**src/rtl/game_round_ctrl.sv**
```systemverilog
// rtl/game_round_ctrl.sv - round sequencer, countdown timer and score keeper for the shooter
`timescale 1ns/1ps
module game_round_ctrl #(
    parameter int SCORE_W       = 14,
    parameter int MAX_SCORE     = 9999,
    parameter int ROUND_TICKS   = 60,
    parameter int RESPAWN_TICKS = 8
) (
    input  logic               clk,
    input  logic               rst,
    input  logic               tick,
    input  logic               start,
    input  logic               pause,
    input  logic [2:0]         hit,
    input  logic               robot_hit,
    output logic [2:0]         game_state,
    output logic               run_en,
    output logic [2:0]         respawn,
    output logic [SCORE_W-1:0] score,
    output logic [SCORE_W-1:0] h_score,
    output logic [SCORE_W-1:0] rounds,
    output logic [7:0]         time_left,
    output logic               new_high
);

    typedef enum logic [2:0] {
        ST_IDLE    = 3'd0,
        ST_PLAY    = 3'd1,
        ST_PAUSED  = 3'd2,
        ST_RESPAWN = 3'd3,
        ST_OVER    = 3'd4
    } state_e;

    localparam logic [SCORE_W-1:0] MAX_S   = SCORE_W'(MAX_SCORE);
    localparam logic [7:0]         ROUND_T = 8'(ROUND_TICKS);
    localparam logic [7:0]         RESP_T  = 8'(RESPAWN_TICKS);

    state_e             state_q;
    logic [SCORE_W-1:0] score_q, h_score_q, rounds_q;
    logic [7:0]         time_q;
    logic               run_en_q, new_high_q;
    logic [2:0]         respawn_q;

    logic [1:0]         hit_cnt;
    logic [SCORE_W:0]   score_sum;
    logic [SCORE_W-1:0] score_d, rounds_d;
    logic [7:0]         time_d;
    logic               expire;

    // Saturating score/round increments and the tick-gated countdown value.
    always_comb begin
        hit_cnt   = {1'b0, hit[0]} + {1'b0, hit[1]} + {1'b0, hit[2]};
        score_sum = {1'b0, score_q} + {{(SCORE_W-1){1'b0}}, hit_cnt};
        score_d   = (score_sum > {1'b0, MAX_S}) ? MAX_S : score_sum[SCORE_W-1:0];
        rounds_d  = (rounds_q >= MAX_S) ? MAX_S : rounds_q + SCORE_W'(1);
        expire    = tick && (time_q == 8'd1);
        time_d    = (tick && (time_q != 8'd0)) ? time_q - 8'd1 : time_q;
    end

    always_ff @(posedge clk or negedge rst) begin
        if (!rst) begin
            state_q    <= ST_IDLE;
            score_q    <= '0;
            h_score_q  <= '0;
            rounds_q   <= '0;
            time_q     <= '0;
            run_en_q   <= 1'b0;
            respawn_q  <= '0;
            new_high_q <= 1'b0;
        end else begin
            respawn_q  <= '0;
            new_high_q <= 1'b0;
            case (state_q)
                ST_IDLE, ST_OVER: begin
                    run_en_q <= 1'b0;
                    if (start) begin
                        state_q   <= ST_PLAY;
                        run_en_q  <= 1'b1;
                        score_q   <= '0;
                        rounds_q  <= SCORE_W'(1);
                        time_q    <= ROUND_T;
                        respawn_q <= 3'b111;
                    end
                end
                ST_PLAY: begin
                    score_q <= score_d;
                    if (robot_hit) begin
                        // Same-cycle hits are already folded into score_d for the compare.
                        state_q  <= ST_OVER;
                        run_en_q <= 1'b0;
                        time_q   <= time_d;
                        if (score_d > h_score_q) begin
                            h_score_q  <= score_d;
                            new_high_q <= 1'b1;
                        end
                    end else if (expire) begin
                        state_q  <= ST_RESPAWN;
                        run_en_q <= 1'b0;
                        time_q   <= RESP_T;
                        rounds_q <= rounds_d;
                    end else begin
                        time_q <= time_d;
                        if (pause) begin
                            state_q  <= ST_PAUSED;
                            run_en_q <= 1'b0;
                        end else begin
                            run_en_q <= 1'b1;
                        end
                    end
                end
                ST_PAUSED: begin
                    if (!pause) begin
                        state_q  <= ST_PLAY;
                        run_en_q <= 1'b1;
                    end else begin
                        run_en_q <= 1'b0;
                    end
                end
                ST_RESPAWN: begin
                    if (expire) begin
                        state_q   <= ST_PLAY;
                        run_en_q  <= 1'b1;
                        time_q    <= ROUND_T;
                        respawn_q <= 3'b111;
                    end else begin
                        run_en_q <= 1'b0;
                        time_q   <= time_d;
                    end
                end
                default: begin
                    state_q  <= ST_IDLE;
                    run_en_q <= 1'b0;
                end
            endcase
        end
    end

    assign game_state = state_q;
    assign run_en     = run_en_q;
    assign respawn    = respawn_q;
    assign score      = score_q;
    assign h_score    = h_score_q;
    assign rounds     = rounds_q;
    assign time_left  = time_q;
    assign new_high   = new_high_q;

endmodule

```
**config.mk**
```make
export PLATFORM = sky130hd
export DESIGN_NAME = game_round_ctrl
export DESIGN_NICKNAME = d
export VERILOG_FILES = /design/src/rtl/game_round_ctrl.sv
export SDC_FILE = /design/constraint.sdc
export NUM_CORES = 1
export LEC_CHECK = 0
export ABC_AREA = 0
export BUFFER_PORTS_ARGS = -buffer_cell sky130_fd_sc_hd__buf_4
export CORE_MARGIN = 2
export CORE_UTILIZATION = 55
export DETAILED_ROUTE_END_ITERATION = 10
export HOLD_SLACK_MARGIN = 0.03
export PLACE_DENSITY_LB_ADDON = 0.12
export SLEW_MARGIN = 10
export SYNTH_ARGS = -nofsm -noshare
export SYNTH_HDL_FRONTEND = slang
export SYNTH_SLANG_ARGS = --single-unit
```
**constraint.sdc**
```tcl
create_clock -name clk -period 5.49 [get_ports clk]
set_clock_uncertainty 0.2 [all_clocks]
set_input_delay 1.098 -clock clk [delete_from_list [all_inputs] [get_ports clk]]
set_output_delay 1.098 -clock clk [all_outputs]
set_load 0.05 [all_outputs]
```
Yosys cells after proc, flatten, opt, wreduce, memory -nomap -nowiden

Cells that the tools add are included.

Order comparisons: 3
Bitwise logic cells: 0
$mul: 0
Mux-type cells: 33
Divide/modulo/power cells: 0
Add/sub/neg operators: 5
Reduce and logical (&&, ||, !) cells: 12
Shift operators: 0
Eq/ne operators: 11

Operators by type and width:

| cell                    | number |
|---|---|
| $mux W14                | 6 |
| $pmux W14 S2            | 2 |
| $mux W8                 | 5 |
| $mux W3                 | 8 |
| $pmux W8 S3             | 1 |
| $add A14 B2 Y15         | 1 |
| $gt A15 B14 Y1 const B  | 1 |
| $add A14 B1 Y14 const B | 1 |
| $ge A14 B14 Y1 const B  | 1 |
| $gt A14 B14 Y1          | 1 |
| $pmux W3 S4             | 1 |
| $ne A2 B2 Y1 const B    | 5 |
| $eq A8 B1 Y1 const B    | 1 |
| $mux W1                 | 8 |
| $reduce_and A4 Y1       | 2 |
| $reduce_bool A8 Y1      | 1 |
| $sub A8 B1 Y8 const B   | 1 |
| $eq A3 B2 Y1 const B    | 2 |
| $pmux W3 S2             | 1 |
| $ne A4 B4 Y1 const B    | 1 |
| $pmux W1 S4             | 1 |
| $reduce_and A2 Y1       | 2 |
| $eq A3 B1 Y1 const B    | 1 |
| $eq A3 B3 Y1 const B    | 1 |
| other kinds (8)         | 9 |

Memories kept: 0
Bits in registers: 58
Bits in writable memories: 0
Latch bits: 0
Logic and storage cells: 72
Bits in read-only memories: 0

Logic depth before layout (Yosys ltp)

Gate-level depths: netlist of run 1.

Depth in word-level cells: 9
Mapped depth: 21
Depth with buffers taken out: 18

Worst setup path before layout of run 1

OpenSTA, ideal clock, no wires.

Path type: input-to-reg
Start: input hit[0]
End: register h_score_q[11] (netlist: h_score[11])
Cell stages on the path: 19
Setup slack: -0.356 ns
Required time: 5.157 ns
Buffers on the path: 2
Data arrival time: 5.513 ns
Cell sequence: fa_1 -> ha_1 -> inv_1 -> fa_1 -> nand4b_1 -> or3_1 -> a32oi_1 -> or4b_4 -> and3_4 -> buf_6 -> nand2_1 -> ha_1 -> a2111oi_0 -> a21oi_1 -> o31ai_1 -> clkinv_1 -> buf_1 -> nand2_1 -> o21ai_0

Longest elaborated chain between the ends: 7

Ends and longest elaborated chain:

| what                                   | line | source |
|---|---|---|
| start: declaration                     | 14   | `input logic [2:0] hit,` |
| $add A1 B1 Y2 (*)                      | 52   | `hit_cnt = {1'b0, hit[0]} + {1'b0, hit[1]} + {1'b0, hit[2]};` |
| $add A2 B1 Y2 (*)                      | 52   |  |
| $add A14 B2 Y15 (*)                    | 53   | `score_sum = {1'b0, score_q} + {{(SCORE_W-1){1'b0}}, hit_cnt};` |
| $gt A15 B14 Y1                         | 54   | `score_d = (score_sum > {1'b0, MAX_S}) ? MAX_S : score_sum[SCORE_W-1:0];` |
| $mux W14 (*)                           | 54   |  |
| via score_d[3]                         | 46   | `logic [SCORE_W-1:0] score_d, rounds_d;` |
| $gt A14 B14 Y1 (*)                     | 92   | `if (score_d > h_score_q) begin` |
| $reduce_and A3 Y1 (no source line) (*) | -    |  |
| end signal: assignment                 | 93   | `h_score_q <= score_d;` |
| end: declaration                       | 39   | `logic [SCORE_W-1:0] score_q, h_score_q, rounds_q;` |

The timed path passes the listed nets; every way through them passes the cells marked *.
A chain may end at the register's enable or synchronous reset.

Final worst setup path of run 1

Start: input hit[1]
End: register h_score_q[1] (netlist: h_score[1])

The elaborated chain is that of the path after synthesis.

==> metrics.cfg, run 1 <==
[timing]
slew_headroom = 0.3725
timing.fmax_ghz = 0.1873
post-route-period-util = 0.9724
setup_slack_ps = 151.8
hold_ws_ps = 315.0
drv_slew = 0
setup_violations = 0
fin_crit_ps = 5338
finalHoldViolations = 0
tightestPinTransition_ps = 939.2

[place]
portBuffers = 66
post_dp_cell_area_mm2 = 0.004467
gp_congestion = 0.9265
dp_slack_ps = -161.9
place_inst = 577
post-dp-hpwl_um = 7161

[clock_tree]
cts_max_path_buffers = 2
clk_latency_ps = 320
root_buffer = clkbuf_8
clk_pin_slew_worst_paths_ps = 110
cts_made_buffers = 5
cts_hold_buffers = 0
cts.htree.levels = 2
cts_tree = built
clock-sinks = 56

[logic_synthesis]
synth_top_area_share = 0.3738
synth_area_leaders = dfrtp_1 (37%), ha_1 (6.3%), nand2_1 (4.5%)
synthFlopType = dfrtp_1
yosysMostFrequentCell = dfrtp_1
synth_fp_nets = 462
ys_seq_elements = 56
postSynthCellCount = 432
yosysSeqAreaShare = 0.3738
synth_common_cells = dfrtp_1 (56), nand2_1 (45), nor2_1 (44)
synth-edff-count = 0
async_flop_share = 1.000
syn_area_per_cell_um2 = 8.677
ys_warn_count = 0
yosysUniqueCellTypes = 63
syn_area_mm2 = 0.003749
yosys.area.top_type = dfrtp_1

[die]
die_x_um = 86.56
start_util = 0.5610
fp.coreArea_mm2 = 0.006681
pin_count = 67
row_count = 30
dieHeight_um = 86.56
dieArea_mm2 = 0.007492

[setup_path]
cp_max_fo = 8
cp_data_arrival_time_ps = 5380
start_kind = input pin
path_class = input pin to flop
endpoint_kind = flop
cp.required_ps = 5530

[outcome]
outcome = completed

[global_routing]
grt_pass1_wl_um = 16040
grt_usage = 0.2676
antenna_found_initial = 0
grt_max_degree = 57
grt_pass1_vias = 3304
grt_overflow_total = 0

[power_and_ir_drop]
totalPowerFinal_mw = 1.780
p_per_area_mw_per_mm2 = 384.0
p_leak_nw = 2.105
peakVddDrop_mv = 0.3690

[finish]
fin_cells = 588
num_antenna_cells = 0
multiInputGateArea_mm2 = 0.002225
nNetsFinal = 537
fillers = 538
final_layout_size_suffix_gt1_frac = 0.2539
fin_area_mm2 = 0.004634
syn_to_final_growth_pct = 23.63
final-seq-area_mm2 = 0.001401

[run]
maxCapViolCount = 0

[routing]
post_drt_wl_per_cell_um = 16.88
via_per_inst = 6.134
met2WireLength_um = 4940
dr_total_vias = 3607
dr.pass1.iters = 5
drc_errors = 0
ant_nets = 0
routed.top_layer = met4
m1WireLength_um = 4268
wirelength_um = 9926
drtIter0Drc = 202
met3WireLength_um = 573

[min_path]
hold_class = flop to flop

critical path, stage by stage:
cell	delay [ps]
buf_4	110
fa_1	530
ha_2	200
inv_2	40
fa_2	370
nand4b_1	190
or3_4	350
a32oi_1	160
or4b_4	530
and3_4	210
nand2_1	60
ha_1	140
nand4_1	160
or4_4	560
a21oi_2	130
o31ai_2	90
clkinv_2	90
buf_4	150
nor2_1	40
a31oi_1	140
placed cells by master, fill, tap and decap left out, types with 3 or more instances in the layout:
| master | instances |
|---|---|
| inv_1 | 25 |
| a31oi_1 | 10 |
| nor2_1 | 44 |
| o31ai_1 | 11 |
| o21ai_0 | 24 |
| a41oi_1 | 4 |
| o221a_2 | 3 |
| buf_4 | 89 |
| xnor2_1 | 8 |
| mux2i_1 | 3 |
| dfrtp_1 | 56 |
| nand2b_1 | 3 |
| ha_1 | 16 |
| nor2b_1 | 6 |
| nor4_1 | 4 |
| o21a_1 | 4 |
| nand2_1 | 43 |
| clkbuf_8 | 7 |
| a21oi_2 | 3 |
| nand4_1 | 12 |
| and3_1 | 9 |
| xor2_1 | 4 |
| a22o_1 | 3 |
| a21o_1 | 4 |
| nor3_1 | 16 |
| nand3_1 | 14 |
| a21oi_1 | 20 |
| o211ai_1 | 6 |
layout make-up:
cell class / instances / area share
inverters: 27 / 0.02214
clock inverters: 1 / 0.006479
well taps: 80 / 0.02160
repair buffers: 90 / 0.1466
clock buffers: 7 / 0.02079
multi-input cells: 327 / 0.4800
flip-flops and latches: 56 / 0.3024
routing by layer:
metal  vias up  global-route usage
met4         0             0.08097
met1      1734              0.3530
met5         -                   0
met3        12             0.04095
li1       1732                   -
met2       129              0.4545
registers in the layout, indices dropped and copies added, names as in the netlist:
| signal | flops |
|---|---|
| score | 14 |
| run_en | 1 |
| time_left | 8 |
| new_high | 1 |
| rounds | 14 |
| respawn | 1 |
| game_state | 3 |
| h_score | 14 |
cells by family (layout without fill, tap and decap cells):
family | Yosys count | count (layout) | synth area share
muxes | 4 | 4 | 0.01101
and+or+nand+nor | 176 | 176 | 0.2470
AOI/OAI and AO/OA | 114 | 114 | 0.2083
DFF | 56 | 56 | 0.3738
xor gates and xnor gates | 12 | 12 | 0.02804
buffers and inverters | 49 | 125 | 0.05774
adders and majority gates | 21 | 21 | 0.07410
path summary, 6_finish.rpt:
| check | start | to | slack [ps] | cells after the start |
|---|---|---|---|---|
| max in group asynchronous | rst | game_state[2] | 4000 | 1 |
| min reg2reg | h_score[7] | h_score[7] | 310 | 2 |
| min | h_score[7] | h_score[7] | 310 | 2 |
| max | hit[1] | h_score[1] | 150 | 20 |
| max reg2reg | score[0] | h_score[1] | 650 | 19 |
| min in group asynchronous | rst | score[7] | 610 | 1 |
power breakdown:
| part | switching, mW | total [mW] | internal (mW) |
|---|---|---|---|
| Sequential | 0.0969 | 0.560 | 0.463 |
| Clock | 0.143 | 0.305 | 0.161 |
| Combinational | 0.583 | 0.915 | 0.333 |
| Total | 0.823 | 1.78 | 0.957 |
per-stage QoR:
stage	TNS (ps)	util
after global placement	-306.5	0.6685
final	0	0.6936
after CTS	0	0.6875
after floorplan	-34.27	-
after detailed placement	-1890	0.6685
after global routing	-122.9	0.6936
timing repair:
item / 4_1_cts / 5_1_grt
setup buffers: 0 / 3
setup endpoints to repair: 0 / 10
resized for setup: 0 / 4
(Power assumes the default switching activity.)
==> inputs of run 2 (changes only) <==
Settings changed: CORE_MARGIN 2 to not set, REMOVE_ABC_BUFFERS set to 1.
==> run 2 against run 1 <==
  * The flow now finishes with violations (DRC)
  * Count of clock-buffer cells in the layout decreased by 1
  * Hold slack improved by 15 ps
  * Combinational power about the same
  * Core utilization grew 3.5 points
  * Maximum frequency decreased by 2.4%
  * Non-clock buffer count up 10
  * Wire length increased by 0.21%
  * Flip-flop and latch count unchanged
  * Cell area up 1.5%
  * Register-to-register slack worse by 110 ps
  * Largest power group unchanged
  * Highest routed layer unchanged
==> metrics.cfg, run 2 (synthesis gave the netlist of run 1 again) <==
[outcome]
outcome = finished, violations left
violations = DRC

[die]
dieHeight_um = 84.56
pin_count = 67
die_x_um = 84.56
row_count = 29
fp.coreArea_mm2 = 0.006459
dieArea_mm2 = 0.007150
start_util = 0.5804

[global_routing]
grt_overflow_total = 0
grt_pass1_vias = 3371
grt_pass1_wl_um = 15850
antenna_found_initial = 0
grt_max_degree = 57
grt_usage = 0.2719

[routing]
via_per_inst = 6.128
post_drt_wl_per_cell_um = 16.72
wirelength_um = 9947
m1WireLength_um = 4174
met2WireLength_um = 4966
drtIter0Drc = 322
dr.pass1.iters = 9
routed.top_layer = met4
met3WireLength_um = 501
ant_nets = 0
drc_errors = 10
dr_total_vias = 3646

[clock_tree]
cts.htree.levels = 2
cts_max_path_buffers = 2
clock-sinks = 56
cts_tree = built
cts_made_buffers = 5
clk_latency_ps = 320
root_buffer = clkbuf_8
clk_pin_slew_worst_paths_ps = 110

[timing]
fin_crit_ps = 5471
post-route-period-util = 0.9966
setup_violations = 0
rsz0062_at_grt = yes
finalHoldViolations = 0
hold_ws_ps = 329.7
timing.fmax_ghz = 0.1828
slew_headroom = 0.5320
drv_slew = 0
tightestPinTransition_ps = 702.0

[finish]
syn_to_final_growth_pct = 25.47
final_layout_size_suffix_gt1_frac = 0.2780
fin_area_mm2 = 0.004703
num_antenna_cells = 0
layout.cells.most_common = buf_4
nNetsFinal = 547
layout_common_cells = buf_4 (96), dfrtp_1 (56), nand2_1 (42), nor2_1 (42), inv_1 (25)

[setup_path]
crit_top_cell = buf_4
start_kind = input pin
critPathMaxStageDelay_ps = 540
crit_chain = buf_4 -> fa_1 -> ha_2 -> inv_2 -> fa_2 -> nand4b_1 -> or3_1 -> a32oi_1 -> or4b_4 -> buf_8 -> nand3_4 -> nor2_1 -> ha_1 -> buf_4 -> a21oi_1 -> o21ai_0 -> o31ai_2 -> buf_4 -> nand2_1 -> o31ai_2
endpoint_kind = flop
cp.required_ps = 5520
path_class = input pin to flop
cp_slowest_cell = fa_1
cp_data_arrival_time_ps = 5500
cp_max_fo = 11

[place]
gp_congestion = 0.9116
portBuffers = 66
post-dp-hpwl_um = 6916
post_dp_cell_area_mm2 = 0.004428

[min_path]
hold_class = flop to flop

[power_and_ir_drop]
peakVddDrop_mv = 0.3616
p_per_area_mw_per_mm2 = 363.8
p_leak_nw = 2.152

[run]
maxCapViolCount = 0

-- run 2: repair_timing --
item                       in CTS  in global routing
hold buffers                    0                  0
buffers inserted                0                  6
hold endpoints to repair        0                  0
resized for setup               0                 29
setup endpoints to repair       0                 15
-- run 2: final cells by class --
| type | instances | area, µm² |
|---|---|---|
| fill | 500 | 1755 |
| clock buffer | 6 | 82.58 |
| sequential | 56 | 1401 |
| tap | 77 | 96.34 |
| multi-input combinational | 327 | 2241 |
| timing repair buffer | 100 | 767.0 |
| inverter | 27 | 101.3 |
| clock inverter | 2 | 13.76 |
-- run 2: critical path, delay by kind of cell --
kind / cells / cell delay (ps)
buffers and inverters: 5 / 700
AND/OR/NAND/NOR: 6 / 1320
AO/OA/AOI/OAI: 5 / 930
adder cells (fa/ha/maj): 4 / 1450
-- run 2: power breakdown --
group / total, mW / switching [mW] / internal (mW)
sequential: 0.556 / 0.0936 / 0.463
clock: 0.241 / 0.138 / 0.104
combinational: 0.913 / 0.581 / 0.333
-- run 2: layer usage --
| metal | global-route usage | up-vias |
|---|---|---|
| met2 | 0.4767 | 123 |
| met1 | 0.3479 | 1740 |
| li1 | - | 1752 |
| met4 | 0.09399 | 0 |
| met3 | 0.03343 | 31 |
| met5 | 0 | - |
-- run 2: path summary, 6_finish.rpt --
path | end | slack (ps) | cells past startpoint | startpoint
setup / recovery | h_score[12] | 20 | 20 | hit[1]
hold / removal | h_score[6] | 330 | 2 | h_score[6]
setup reg to reg | h_score[12] | 540 | 19 | score[0]
hold reg to reg | h_score[6] | 330 | 2 | h_score[6]
max in group asynchronous | score[4] | 4000 | 1 | rst
min in group asynchronous | h_score[0] | 630 | 1 | rst
-- run 2: stage by stage --
step	worst slack, ps	utilization	total power, mW	std cells	TNS [ps]
after global placement	-197.4	0.6856	1.411	580	-2320
after global routing	-168.9	0.7282	1.815	595	-1894
final	18.80	0.7282	1.711	595	0
after CTS	27.47	0.7005	1.674	588	0
after floorplan	-1179	-	1.133	410	-12270
after detailed placement	-306.5	0.6856	1.425	580	-3705
